**config.mk**
```make
export PLATFORM = sky130hd
export DESIGN_NAME = data_memory_arbiter
export DESIGN_NICKNAME = d
export VERILOG_FILES = /design/src/rtl/data_memory_arbiter.sv
export SDC_FILE = /design/constraint.sdc
export NUM_CORES = 1
export LEC_CHECK = 0
export CAP_MARGIN = 20
export CORE_MARGIN = 2
export CORE_UTILIZATION = 40
export CTS_BUF_LIST = sky130_fd_sc_hd__clkbuf_8
export CTS_CLUSTER_DIAMETER = 40
export DETAILED_ROUTE_END_ITERATION = 8
export HOLD_SLACK_MARGIN = 0.08
export PLACE_DENSITY = 0.82
export REMOVE_ABC_BUFFERS = 1
export SLEW_MARGIN = 20
export SYNTH_ARGS = -nofsm -noshare
export SYNTH_HDL_FRONTEND = slang
export SYNTH_SLANG_ARGS = --single-unit
export TNS_END_PERCENT = 1
```
**constraint.sdc**
```tcl
create_clock -name clk -period 11.77 [get_ports clk]
set_clock_uncertainty 0.2 [all_clocks]
set_input_delay 2.354 -clock clk [delete_from_list [all_inputs] [get_ports clk]]
set_output_delay 2.354 -clock clk [all_outputs]
set_load 0.01 [all_outputs]
```
**src/rtl/data_memory_arbiter.sv**
```systemverilog
// Arbiter that sequences every access to the single-port data memory, sharing it
// between the pipeline MEM stage and the debug/loader port with starvation protection.
module data_memory_arbiter #(
    parameter int PC_BITS       = 32,
    parameter int SIZE_MEMORY   = 1024,
    parameter int ACCESS_CYCLES = 2,
    parameter int STARVE_LIMIT  = 4,
    localparam int ADDR_BITS    = $clog2(SIZE_MEMORY)
) (
    input  logic                 clk,
    input  logic                 rst,
    input  logic                 mem_read_m,
    input  logic                 mem_write_m,
    input  logic [PC_BITS-1:0]   alu_out_m,
    input  logic [PC_BITS-1:0]   write_data_m,
    output logic [PC_BITS-1:0]   read_data_m,
    output logic                 stall_m,
    input  logic                 dbg_req,
    input  logic                 dbg_we,
    input  logic [PC_BITS-1:0]   dbg_addr,
    input  logic [PC_BITS-1:0]   dbg_wdata,
    output logic [PC_BITS-1:0]   dbg_rdata,
    output logic                 dbg_done,
    output logic [ADDR_BITS-1:0] dm_addr,
    output logic [PC_BITS-1:0]   dm_wdata,
    output logic                 dm_we,
    input  logic [PC_BITS-1:0]   dm_rdata
);

    localparam int CNT_W    = (ACCESS_CYCLES > 1) ? $clog2(ACCESS_CYCLES) : 1;
    localparam int STREAK_W = (STARVE_LIMIT > 0) ? $clog2(STARVE_LIMIT + 1) : 1;

    typedef enum logic [1:0] {
        IDLE   = 2'd0,
        ACCESS = 2'd1,
        RESP   = 2'd2
    } state_t;

    state_t               state, state_nxt;
    logic [CNT_W-1:0]     cnt, cnt_nxt;
    logic [STREAK_W-1:0]  streak, streak_nxt;
    logic                 owner_dbg, owner_dbg_nxt;
    logic [ADDR_BITS-1:0] lat_addr, lat_addr_nxt;
    logic [PC_BITS-1:0]   lat_wdata, lat_wdata_nxt;
    logic                 lat_we, lat_we_nxt;

    logic pipe_req;
    logic dbg_wins;
    logic grant;
    logic last_beat;

    // Only the low ADDR_BITS of each address reach the memory (wrap-around).
    logic unused_addr_hi;
    assign unused_addr_hi = ^{alu_out_m[PC_BITS-1:ADDR_BITS], dbg_addr[PC_BITS-1:ADDR_BITS]};

    assign pipe_req  = mem_read_m | mem_write_m;
    assign dbg_wins  = dbg_req & (~pipe_req | (streak == STREAK_W'(STARVE_LIMIT)));
    assign grant     = (state == IDLE) & (pipe_req | dbg_req);
    assign last_beat = (state == ACCESS) & (cnt == '0);

    always_ff @(posedge clk or posedge rst) begin
        if (rst) begin
            state     <= IDLE;
            cnt       <= '0;
            streak    <= '0;
            owner_dbg <= 1'b0;
            lat_addr  <= '0;
            lat_wdata <= '0;
            lat_we    <= 1'b0;
        end else begin
            state     <= state_nxt;
            cnt       <= cnt_nxt;
            streak    <= streak_nxt;
            owner_dbg <= owner_dbg_nxt;
            lat_addr  <= lat_addr_nxt;
            lat_wdata <= lat_wdata_nxt;
            lat_we    <= lat_we_nxt;
        end
    end

    always_comb begin
        state_nxt     = state;
        cnt_nxt       = cnt;
        owner_dbg_nxt = owner_dbg;
        lat_addr_nxt  = lat_addr;
        lat_wdata_nxt = lat_wdata;
        lat_we_nxt    = lat_we;
        case (state)
            IDLE: begin
                if (pipe_req | dbg_req) begin
                    state_nxt     = ACCESS;
                    cnt_nxt       = CNT_W'(ACCESS_CYCLES - 1);
                    owner_dbg_nxt = dbg_wins;
                    if (dbg_wins) begin
                        lat_addr_nxt  = dbg_addr[ADDR_BITS-1:0];
                        lat_wdata_nxt = dbg_wdata;
                        lat_we_nxt    = dbg_we;
                    end else begin
                        lat_addr_nxt  = alu_out_m[ADDR_BITS-1:0];
                        lat_wdata_nxt = write_data_m;
                        lat_we_nxt    = mem_write_m;
                    end
                end
            end
            ACCESS: begin
                if (cnt == '0) begin
                    state_nxt = RESP;
                end else begin
                    cnt_nxt = cnt - 1'b1;
                end
            end
            RESP:    state_nxt = IDLE;
            default: state_nxt = IDLE;
        endcase
    end

    // Streak counts pipeline wins taken while debug waits; any idle debug cycle forgives it.
    always_comb begin
        streak_nxt = streak;
        if (!dbg_req) begin
            streak_nxt = '0;
        end else if (grant & dbg_wins) begin
            streak_nxt = '0;
        end else if (grant) begin
            streak_nxt = streak + 1'b1;
        end
    end

    always_ff @(posedge clk or posedge rst) begin
        if (rst) begin
            read_data_m <= '0;
            dbg_rdata   <= '0;
        end else if (last_beat & ~lat_we) begin
            if (owner_dbg) begin
                dbg_rdata <= dm_rdata;
            end else begin
                read_data_m <= dm_rdata;
            end
        end
    end

    assign dm_addr  = lat_addr;
    assign dm_wdata = lat_wdata;
    assign dm_we    = last_beat & lat_we;
    assign dbg_done = (state == RESP) & owner_dbg;
    assign stall_m  = ~rst & pipe_req & ~((state == RESP) & ~owner_dbg);

endmodule

```
Word-level counts from Yosys, hierarchy flattened
Index checks and enable logic that the tools add are counted.

$mul: 0. Equal/unequal tests: 6. Div/mod/pow operators: 0. Bitwise operators: 19. Order comparisons: 0. Reductions and logical operators: 7. Multiplexer cells: 12. Add/subtract/negate cells: 2. Shifts and indexed selects: 0.

Operators by type and width (number): 2-to-1 mux 32 bit (1); AND 1 bit (10); 2-to-1 mux 10 bit (1); AND reduction 2 bit (5); 2-to-1 mux 3 bit (3); inverter 1 bit (6); 2-to-1 mux 2 bit (2); one-hot mux 2 bit (2 select lines) (1); adder 3 x 1 -> 3 bit, second input constant (1); == test 3 bit, second input constant (1); 2-to-1 mux 1 bit (3); inequality test 3 x 1 -> 1 bit, second input constant (1); OR 1 bit (3); == test 2 x 1 -> 1 bit, second input constant (1); == test 2 bit, second input constant (1); zero test 2 bit (1); inequality test 2 x 1 -> 1 bit, second input constant (1); inequality test 2 bit, second input constant (1); one-hot mux 1 bit (2 select lines) (1); nonzero test 2 bit (1); subtractor 1 bit, second input constant (1).

Register bits after elaboration: 114. RAM bits: 0. Memory bits (read-only): 0. Bits of input ports: 166. Memories: 0. Bits in latches: 0. Word-level logic and storage cells: 55. Output and inout bits: 109.

Depth between registers and ports, before layout
Gate-level depths: netlist of the first run.

Depth after elaboration: 7. Gate-level depth with buffers: 6. Depth with buffers taken out: 5.

Worst setup path before layout of the first run
OpenSTA, ideal clock, no wires.

Path type: input to output. Start point: input port mem_write_m. End point: output port stall_m. Stages: 2. Setup slack: 6.544 ns. Buffers on the path: 0. Arrival: 2.672 ns. Data required time: 9.216 ns. Cells stage by stage: nor2_1 -> nor3_1.

Cells in the longest elaborated chain, start to end: 3.

Ends and longest elaborated chain: start, declared (RTL line 13) `input logic mem_write_m,`; OR 1 bit (RTL line 56) `assign pipe_req = mem_read_m | mem_write_m;`; AND 1 bit (2 in a row) (RTL line 146) `assign stall_m = ~rst & pipe_req & ~((state == RESP) & ~owner_dbg);`; end, declared (RTL line 17) `output logic stall_m,`.

Every way passes these cells.

Final worst setup path of the first run
Ends and elaborated chain as after synthesis.

==> insert_results.sql, run 1 <==
INSERT INTO impl_metrics (metric_group, metric, value, unit) VALUES
('clocking', 'hold_buffers', '0', ''),
('critical_path', 'worst_path_largest_cell_delay', '680', 'ps'),
('critical_path', 'cp.required', '9220', 'ps'),
('critical_path', 'cell_breakdown_of_the_critical_path', 'clkdlybuf4s50_1 > nor2_1 > nor3_1 > clkdlybuf4s50_1', ''),
('yosys', 'yosysUniqueCellTypes', '36', ''),
('placed_design', 'place_area', '0.00751', 'mm2'),
('timing', 'timing.final.max_slew_violations', '0', ''),
('clocking', 'clk-insertion-delay-late', '420', 'ps'),
('yosys', 'synth_top_flop_cell', 'sky130_fd_sc_hd__dfrtp_1', ''),
('critical_path', 'critical_path_depth', '4', ''),
('finish', 'synthToLayoutAreaGrowth', '54.8', '%'),
('die', 'die_w', '117', 'um'),
('timing', 'period_utilization', '54.6', '%'),
('yosys', 'post-synth-top-area-cell', 'sky130_fd_sc_hd__dfrtp_1', ''),
('clocking', 'path_clk_slew', '70', 'ps'),
('clocking', 'clock-root-buffer', 'sky130_fd_sc_hd__clkbuf_8', ''),
('grt', 'first_global_vias', '4509', ''),
('worst_hold_path', 'hp-class', 'register to register', ''),
('power', 'power.static_leakage', '3.22', 'nW'),
('critical_path', 'critical_path.n_buffers_inverters', '2', ''),
('yosys', 'edff_count_synth', '0', ''),
('timing', 'hold_violations', '0', ''),
('yosys', 'synth-async-reset-ratio', '100', '%'),
('critical_path', 'worst-r2r-cell-count', '3', ''),
('yosys', 'synth_top_cells_by_count', 'sky130_fd_sc_hd__dfrtp_1 (114), sky130_fd_sc_hd__o21ai_0 (46), sky130_fd_sc_hd__a2bb2oi_1 (42), sky130_fd_sc_hd__a311oi_1 (42), sky130_fd_sc_hd__mux2_2 (32)', ''),
('finish', 'finish.net_count', '767', ''),
('placed_design', 'portBuffers', '230', ''),
('grt', 'global_route_overflow', '0', ''),
('routing', 'first_iter_violations', '251', ''),
('timing', 'setup_repair_after_global_routing_missed_its_margin', 'false', ''),
('die', 'start_util', '40.8', '%'),
('grt', 'antenna_found_initial', '0', ''),
('critical_path', 'critPathSlowestCell', 'sky130_fd_sc_hd__clkdlybuf4s50_1', ''),
('clocking', 'cts_htree_levels', '4', ''),
('timing', 'slew_headroom', '24.8', '%'),
('job', 'max_cap_viol_count', '0', ''),
('finish', 'register_area', '0.00285', 'mm2'),
('critical_path', 'cp_common_cell', 'sky130_fd_sc_hd__clkdlybuf4s50_1', ''),
('critical_path', 'path_delay_family', 'buffers and inverters', ''),
('timing', 'fmax', '156', 'MHz'),
('yosys', 'synth.avg_cell_area', '13.4', 'um2'),
('yosys', 'synth_area_leaders', 'sky130_fd_sc_hd__dfrtp_1 (56%), sky130_fd_sc_hd__mux2_4 (8.8%), sky130_fd_sc_hd__a2bb2oi_1 (7.2%)', ''),
('finish', 'finalInstanceArea', '0.00794', 'mm2'),
('worst_hold_path', 'min_path_cells', '1', ''),
('grt', 'grt_use_total', '22.7', '%'),
('timing', 'worstMarginPinSlew', '1130', 'ps'),
('finish', 'fill_cells', '939', ''),
('yosys', 'synth_warnings', '0', ''),
('status', 'status', 'completed', ''),
('routing', 'dr_total_vias', '4341', ''),
('die', 'floorplan.die.height', '117', 'um'),
('clocking', 'cts_tree', 'done', ''),
('yosys', 'synth_sequential_area_ratio', '55.6', '%'),
('yosys', 'post-synth-top-count-cell', 'sky130_fd_sc_hd__dfrtp_1', ''),
('grt', 'grt_first_pass_wirelength', '23400', 'um'),
('yosys', 'synth_top_area_share', '55.6', '%'),
('critical_path', 'setup.worst_path.class', 'input port to output port', ''),
('routing', 'first_pass_iters', '4', ''),
('timing', 'final_period_minus_worst_setup_slack', '6420', 'ps'),
('yosys', 'total_standard_cell_area_after_synthesis', '0.00513', 'mm2'),
('placed_design', 'finalWeightedCongestion', '0.742', ''),
('die', 'dieArea', '0.0137', 'mm2'),
('clocking', 'cts_setup_buffers', '0', ''),
('timing', 'holdWs', '303', 'ps'),
('yosys', 'synthesized_netlist_cell_count', '382', ''),
('power', 'p_per_area', '273', 'mW/mm2'),
('timing', 'setup-violations-final', '0', ''),
('critical_path', 'crit_fanout', '5', ''),
('routing', 'route.antenna.remaining_nets', '0', ''),
('timing', 'setup_total_negative_slack', '0', 'ps'),
('power', 'finalPower', '2.17', 'mW');
-- cell usage in the layout (no fill, tap or decap), types with 5 or more instances in the layout --
cell type	count
sky130_fd_sc_hd__a311oi_1	42
sky130_fd_sc_hd__a2bb2oi_1	42
sky130_fd_sc_hd__o21ai_0	46
sky130_fd_sc_hd__inv_1	7
sky130_fd_sc_hd__mux2_2	32
sky130_fd_sc_hd__clkdlybuf4s50_1	229
sky130_fd_sc_hd__nand2_1	5
sky130_fd_sc_hd__dfrtp_1	114
sky130_fd_sc_hd__clkbuf_8	19
sky130_fd_sc_hd__mux2_4	30
-- report_power, final --
| part | internal [mW] | total, mW | leakage, nW | switching [mW] |
|---|---|---|---|---|
| Clock | 0.238 | 0.397 | 0.227 | 0.158 |
| Combinational | 0.637 | 1.05 | 1.68 | 0.414 |
| Sequential | 0.592 | 0.717 | 1.31 | 0.125 |
| Total | 1.47 | 2.17 | 3.22 | 0.698 |
-- cell type report --
type	count	area share, %
clock buffer	19	3.29
clock inverter	13	2.13
inverter	5	0.268
multi-input combinational	227	26.4
sequential	114	35.9
tap	172	2.71
timing repair buffer	234	29.3
-- cells by family (layout without fill, tap and decap cells) --
logic type	after synthesis	after routing	share of synthesized area, %
multiplexers	64	64	16.2
buffers and inverters	41	271	4.15
adder cells (fa/ha/maj)	2	2	0.488
flip-flops	114	114	55.6
AND/OR/NAND/NOR	23	23	3.15
AO/OA/AOI/OAI	138	138	20.3
-- flip-flops by register name, summed over array words and instances (netlist names) --
signal and cells:
dm_addr 10, owner_dbg 1, dm_wdata 32, state 2, streak 3, read_data_m 32
lat_we 1, dbg_rdata 32, cnt 1
-- path summary, 6_finish.rpt --
kind / startpoint / end / slack [ps]
hold / removal: read_data_m[24]$_DFFE_PP0P_ / read_data_m[24]$_DFFE_PP0P_ / 300
setup / recovery: mem_write_m / stall_m / 5350
min in group asynchronous: rst / dm_wdata[20]$_DFFE_PP0P_ / 2210
hold reg to reg: read_data_m[24]$_DFFE_PP0P_ / read_data_m[24]$_DFFE_PP0P_ / 300
setup reg to reg: state[0]$_DFFE_PP0P_ / dm_wdata[16]$_DFFE_PP0P_ / 9140
max in group asynchronous: rst / state[0]$_DFFE_PP0P_ / 7920
-- per-stage QoR --
stage | util, % | setup slack [ps] | instances
global placement | 59.7 | 5350 | 752
CTS | 63.2 | 5340 | 784
global route | 63.2 | 5320 | 784
finish | 63.2 | 5350 | 784
floorplan | - | 6200 | 346
detailed placement | 59.7 | 5340 | 752
-- layer usage --
layer | routed length (um) | global-route usage, % | vias to the layer above
met5 | 0 | 0 | -
met2 | 7520 | 37.7 | 242
met3 | 2050 | 11.8 | 16
met1 | 5980 | 25.1 | 2165
met4 | 167 | 7.45 | 0
li1 | - | - | 1918
Note: power is estimated with default switching activity, not from simulation.
==> run 2, diff against run 1 <==
==> constraint.sdc (replaced) <==
create_clock -name clk -period 6.1 [get_ports clk]
set_clock_uncertainty 0.2 [all_clocks]
set_input_delay 1.22 -clock clk [delete_from_list [all_inputs] [get_ports clk]]
set_output_delay 1.22 -clock clk [all_outputs]
set_load 0.01 [all_outputs]
==> insert_results.sql, run 2 (synthesis gave the netlist of run 1 again) <==
INSERT INTO impl_metrics (metric_group, metric, value, unit) VALUES
('critical_path', 'cp.required', '4680', 'ps'),
('timing', 'setup_total_negative_slack', '0', 'ps'),
('timing', 'slew_headroom', '30.7', '%'),
('clocking', 'tritoncts.num_buffers', '17', ''),
('critical_path', 'cp_common_cell', 'sky130_fd_sc_hd__clkdlybuf4s50_1', ''),
('critical_path', 'crit_fanout', '5', ''),
('die', 'rows', '41', ''),
('critical_path', 'rrSetupSlack', '3520', 'ps'),
('power', 'power.static_leakage', '3.21', 'nW'),
('die', 'dieArea', '0.0137', 'mm2'),
('placed_design', 'portBuffers', '230', ''),
('power', 'p_per_area', '519', 'mW/mm2'),
('critical_path', 'critical_path.startpoint_type', 'input port', ''),
('timing', 'setup_repair_after_global_routing_missed_its_margin', 'false', ''),
('worst_hold_path', 'min_path_cells', '1', ''),
('die', 'core_area', '0.0126', 'mm2'),
('timing', 'final_period_minus_worst_setup_slack', '4180', 'ps'),
('job', 'max_cap_viol_count', '0', ''),
('worst_hold_path', 'hp-class', 'register to register', ''),
('routing', 'route.detailed.wl_per_inst', '20.0', 'um'),
('critical_path', 'setup.worst_path.class', 'input port to output port', ''),
('routing', 'first_iter_violations', '242', ''),
('clocking', 'cts_setup_buffers', '0', ''),
('routing', 'dr_total_vias', '4317', ''),
('grt', 'antenna_found_initial', '0', ''),
('clocking', 'clock-root-buffer', 'sky130_fd_sc_hd__clkbuf_8', ''),
('routing', 'route.antenna.remaining_nets', '0', ''),
('clocking', 'number_of_sinks_on_the_clock_net', '114', ''),
('finish', 'layoutNonFillerInstCount', '785', ''),
('critical_path', 'cell_breakdown_of_the_critical_path', 'clkdlybuf4s50_1 > nor2_1 > nor3_1 > clkdlybuf4s50_1', ''),
('timing', 'setup-violations-final', '0', ''),
('grt', 'grt_start_max_net_pins', '82', ''),
('grt', 'grt_use_total', '23.0', '%'),
('finish', 'diodes', '0', ''),
('clocking', 'cts_tree', 'done', ''),
('timing', 'timing.final.max_slew_violations', '0', ''),
('die', 'floorplan.die.height', '117', 'um'),
('placed_design', 'finalWeightedCongestion', '0.748', ''),
('timing', 'fmax', '239', 'MHz'),
('critical_path', 'data_arrival_time_of_the_worst_path', '2760', 'ps'),
('clocking', 'hold_buffers', '0', ''),
('critical_path', 'setup.worst_path.end_class', 'output port', ''),
('finish', 'layout.cells.most_common', 'sky130_fd_sc_hd__clkdlybuf4s50_1', ''),
('finish', 'register_area', '0.00285', 'mm2'),
('placed_design', 'numPlacedInstances', '752', ''),
('timing', 'worstMarginPinSlew', '1040', 'ps'),
('placed_design', 'hpwl', '10400', 'um'),
('status', 'status', 'completed', ''),
('finish', 'fill_cells', '949', ''),
('power', 'vdd_drop_max', '0.343', 'mV'),
('placed_design', 'detailedPlace.worstSlack', '1910', 'ps'),
('finish', 'postLayoutCoreUtil', '63.1', '%'),
('die', 'die_w', '117', 'um'),
('worst_hold_path', 'hold_path.startpoint', 'read_data_m[24]$_DFFE_PP0P_', ''),
('clocking', 'clock_tree.buffer_depth', '2', ''),
('routing', 'first_pass_iters', '5', ''),
('critical_path', 'critPathSlowestCell', 'sky130_fd_sc_hd__clkdlybuf4s50_1', ''),
('grt', 'first_global_vias', '4607', ''),
('timing', 'period_utilization', '68.5', '%'),
('critical_path', 'reg2reg_from', 'state[0]$_DFFE_PP0P_', ''),
('timing', 'hold_violations', '0', ''),
('finish', 'finish.net_count', '768', ''),
('die', 'start_util', '40.8', '%'),
('finish', 'synthToLayoutAreaGrowth', '54.7', '%'),
('grt', 'global_route_overflow', '0', ''),
('routing', 'drcViolationCount', '0', ''),
('routing', 'viasPerCell', '5.50', ''),
('worst_hold_path', 'whs_endpoint', 'read_data_m[24]$_DFFE_PP0P_', ''),
('clocking', 'clk-insertion-delay-late', '430', 'ps'),
('finish', 'commonest_non_fill_non_tap_cells_in_the_layout', 'sky130_fd_sc_hd__clkdlybuf4s50_1 (229), sky130_fd_sc_hd__dfrtp_1 (114), sky130_fd_sc_hd__o21ai_0 (46)', ''),
('critical_path', 'worst_path_largest_cell_delay', '680', 'ps'),
('routing', 'wirelength', '15700', 'um'),
('critical_path', 'r2r_end', 'dm_wdata[4]$_DFFE_PP0P_', ''),
('finish', 'post_route_cells_drive_above_1_share', '18.1', '%'),
('clocking', 'cts_repair_resize_count', '0', ''),
('critical_path', 'worst-r2r-cell-count', '3', ''),
('die', 'floorplan.io_pins', '275', ''),
('clocking', 'path_clk_slew', '70', 'ps'),
('clocking', 'cts_htree_levels', '4', ''),
('timing', 'fin_ws', '1920', 'ps'),
('grt', 'grt_first_pass_wirelength', '23900', 'um'),
('finish', 'combined_area_of_the_multi_input_logic_cells', '0.00209', 'mm2');
run 2: cell count changes in the layout (fill, tap and decap cells not counted):
cell                        before  now
sky130_fd_sc_hd__inv_4           1    0
sky130_fd_sc_hd__inv_1           7    4
sky130_fd_sc_hd__buf_12          0    1
sky130_fd_sc_hd__clkbuf_8       19   17
sky130_fd_sc_hd__clkinv_2        2    5
sky130_fd_sc_hd__bufinv_16       4    3
sky130_fd_sc_hd__inv_6           0    1
sky130_fd_sc_hd__clkinv_4        1    4
run 2: per-stage QoR:
step / hold slack (ps) / power, mW / cell area (um2)
4_1_cts: 296 / 4.16 / 7910
5_1_grt: 327 / 4.37 / 7930
3_5_place_dp: 279 / 3.41 / 7510
3_3_place_gp: 267 / 3.34 / 7510
2_1_floorplan: 296 / 2.35 / 4930
6_report: 298 / 4.12 / 7930
run 2: cell type report:
class	count	area share (%)
Sequential cell	114	36.0
Timing Repair Buffer	235	29.6
Multi-Input combinational cell	227	26.4
Clock buffer	17	2.95
Tap cell	172	2.71
Clock inverter	15	2.13
Inverter	5	0.300
run 2: worst max-delay path, delay by kind of cell:
family / cells / cell delay [ps]
AND/OR/NAND/NOR: 2 / 290
buffers and inverters: 2 / 1240
run 2: worst max-delay path by stage:
stage                            from         endpoint  slack (ps)  depth (start not counted)
after CTS                 mem_write_m          stall_m        1910                          4
final                     mem_write_m          stall_m        1920                          4
after floorplan                   rst  cnt$_DFFE_PP0P_        1660                          1
after detailed placement  mem_write_m          stall_m        1910                          4
after global routing      mem_write_m          stall_m        1890                          4
after global placement    mem_write_m          stall_m        1900                          4
run 2: power by group:
part           switching, mW  internal (mW)
clock network          0.314          0.400
registers              0.235           1.14
logic                  0.799           1.23
total                   1.35           2.77
run 2: layer usage:
layer	global-route usage, %	share of wire, %
met3	11.9	12
met5	0	0
met4	9.57	1.8
met1	26.1	39
met2	36.7	47
==> run 3, diff against run 2 <==
--- a/config.mk
+++ b/config.mk
@@ -7,12 +7,12 @@
 export LEC_CHECK = 0
 export CAP_MARGIN = 20
 export CORE_MARGIN = 2
-export CORE_UTILIZATION = 40
+export CORE_UTILIZATION = 37
 export CTS_BUF_LIST = sky130_fd_sc_hd__clkbuf_8
 export CTS_CLUSTER_DIAMETER = 40
 export DETAILED_ROUTE_END_ITERATION = 8
 export HOLD_SLACK_MARGIN = 0.08
-export PLACE_DENSITY = 0.82
+export PLACE_DENSITY = 0.8
 export REMOVE_ABC_BUFFERS = 1
 export SLEW_MARGIN = 20
 export SYNTH_ARGS = -nofsm -noshare
==> constraint.sdc (replaced) <==
create_clock -name clk -period 3.7 [get_ports clk]
set_clock_uncertainty 0.2 [all_clocks]
set_input_delay 0.74 -clock clk [delete_from_list [all_inputs] [get_ports clk]]
set_output_delay 0.74 -clock clk [all_outputs]
set_load 0.01 [all_outputs]
==> insert_results.sql, run 3 (synthesis gave the netlist of run 1 again) <==
INSERT INTO impl_metrics (metric_group, metric, value, unit) VALUES
('grt', 'first_global_vias', '4476', ''),
('timing', 'final_period_minus_worst_setup_slack', '3200', 'ps'),
('grt', 'global_route.peak_usage_layer', 'met2', ''),
('clocking', 'cts_htree_levels', '4', ''),
('critical_path', 'setup.worst_path.end_class', 'output port', ''),
('die', 'floorplan.io_pins', '275', ''),
('timing', 'period_utilization', '86.4', '%'),
('routing', 'viasPerCell', '5.41', ''),
('critical_path', 'critical_path.n_buffers_inverters', '2', ''),
('power', 'vdd_drop_max', '0.498', 'mV'),
('routing', 'route.antenna.remaining_nets', '0', ''),
('clocking', 'number_of_sinks_on_the_clock_net', '114', ''),
('finish', 'commonest_non_fill_non_tap_cells_in_the_layout', 'sky130_fd_sc_hd__clkdlybuf4s50_1 (229), sky130_fd_sc_hd__dfrtp_1 (114), sky130_fd_sc_hd__o21ai_0 (46)', ''),
('routing', 'route.detailed.wl_per_inst', '19.8', 'um'),
('die', 'dieArea', '0.0148', 'mm2'),
('worst_hold_path', 'hp-class', 'register to register', ''),
('critical_path', 'cp_common_cell', 'sky130_fd_sc_hd__clkdlybuf4s50_1', ''),
('grt', 'use_met2', '34.9', '%'),
('critical_path', 'data_arrival_time_of_the_worst_path', '2260', 'ps'),
('timing', 'setup_repair_after_global_routing_missed_its_margin', 'false', ''),
('clocking', 'cts_tree', 'done', ''),
('routing', 'wirelength', '15800', 'um'),
('timing', 'timing.final.max_slew_violations', '0', ''),
('finish', 'post_route_cells_drive_above_1_share', '18.4', '%'),
('finish', 'fill_cells', '1056', ''),
('power', 'p_per_area', '849', 'mW/mm2'),
('finish', 'synthToLayoutAreaGrowth', '55.6', '%'),
('grt', 'grt_first_pass_wirelength', '24400', 'um'),
('finish', 'diodes', '0', ''),
('finish', 'layout.cells.most_common', 'sky130_fd_sc_hd__clkdlybuf4s50_1', ''),
('timing', 'setup-violations-final', '0', ''),
('grt', 'antenna_found_initial', '1', ''),
('die', 'rows', '43', ''),
('critical_path', 'cp.required', '2760', 'ps'),
('clocking', 'clk-insertion-delay-late', '430', 'ps'),
('critical_path', 'cell_breakdown_of_the_critical_path', 'clkdlybuf4s50_1 > nor2_1 > nor3_1 > clkdlybuf4s50_1', ''),
('critical_path', 'setup.worst_path.class', 'input port to output port', ''),
('grt', 'met1_usage', '24.6', '%'),
('timing', 'hold_violations', '0', ''),
('routing', 'drcViolationCount', '0', ''),
('die', 'start_util', '37.4', '%'),
('clocking', 'cts_repair_resize_count', '0', ''),
('clocking', 'cts_setup_buffers', '0', ''),
('clocking', 'hold_buffers', '0', ''),
('clocking', 'tritoncts.num_buffers', '17', ''),
('routing', 'first_iter_violations', '161', ''),
('timing', 'fmax', '313', 'MHz'),
('job', 'max_cap_viol_count', '0', ''),
('clocking', 'clock-root-buffer', 'sky130_fd_sc_hd__clkbuf_8', ''),
('power', 'power.static_leakage', '3.22', 'nW'),
('finish', 'finish.net_count', '773', ''),
('die', 'core_area', '0.0137', 'mm2'),
('critical_path', 'critPathSlowestCell', 'sky130_fd_sc_hd__clkdlybuf4s50_1', ''),
('timing', 'fin_ws', '502', 'ps'),
('timing', 'worstMarginPinSlew', '1040', 'ps'),
('critical_path', 'crit_fanout', '5', ''),
('grt', 'globalRouteMet3Util', '11.8', '%'),
('clocking', 'clock_tree.buffer_depth', '2', ''),
('critical_path', 'rrSetupSlack', '1180', 'ps'),
('grt', 'global_route_overflow', '0', ''),
('status', 'status', 'completed', ''),
('placed_design', 'hpwl', '10800', 'um'),
('routing', 'first_pass_iters', '4', ''),
('grt', 'grt_start_max_net_pins', '48', ''),
('timing', 'slew_headroom', '30.4', '%'),
('placed_design', 'finalWeightedCongestion', '0.783', ''),
('critical_path', 'worst_path_largest_cell_delay', '690', 'ps'),
('critical_path', 'critical_path.startpoint_type', 'input port', ''),
('routing', 'dr_total_vias', '4321', ''),
('placed_design', 'portBuffers', '230', ''),
('critical_path', 'path_delay_family', 'buffers and inverters', ''),
('die', 'die_w', '122', 'um'),
('placed_design', 'detailedPlace.worstSlack', '500', 'ps'),
('clocking', 'path_clk_slew', '70', 'ps'),
('power', 'finalPower', '6.77', 'mW'),
('grt', 'grt_use_total', '21.6', '%'),
('die', 'floorplan.die.height', '122', 'um');
run 3: area by class of cell:
type | instances | area, um2 | area share, %
sequential | 114 | 2850 | 35.8
timing repair buffer | 240 | 2400 | 30.1
multi-input combinational | 227 | 2090 | 26.2
clock buffer | 18 | 248 | 3.11
tap | 180 | 225 | 2.82
clock inverter | 14 | 141 | 1.77
inverter | 5 | 21.3 | 0.267
run 3: power breakdown:
part / total, mW / switching, mW / internal (mW)
combinational: 3.35 / 1.31 / 2.04
sequential: 2.27 / 0.385 / 1.88
clock: 1.15 / 0.539 / 0.612
total: 6.77 / 2.24 / 4.54
run 3: layer usage:
layer | vias up | share of wire, %
li1 | 1934 | -
met1 | 2133 | 38
met2 | 236 | 47
met3 | 18 | 13
met4 | 0 | 1.6
met5 | - | 0
run 3: worst paths after layout:
check,startpoint,endpoint,cells after the start
max,mem_read_m,stall_m,4
min,read_data_m[24]$_DFFE_PP0P_,read_data_m[24]$_DFFE_PP0P_,1
max reg2reg,state[1]$_DFFE_PP0P_,dbg_rdata[27]$_DFFE_PP0P_,4
min reg2reg,read_data_m[24]$_DFFE_PP0P_,read_data_m[24]$_DFFE_PP0P_,1
max in group asynchronous,rst,dbg_rdata[19]$_DFFE_PP0P_,3
min in group asynchronous,rst,dm_wdata[18]$_DFFE_PP0P_,2
run 3: metrics by stage:
step                      hold WS [ps]  TNS, ps  area [um2]  util (%)  instances
after detailed placement           279        0        7570      55.2        765
after CTS                          302        0        7960      58.0        797
final                              299        0        7980      58.1        798
after floorplan                    296   -29150        4930         -        346
after global placement             269        0        7570      55.2        765
after global routing               324        0        7980      58.1        798
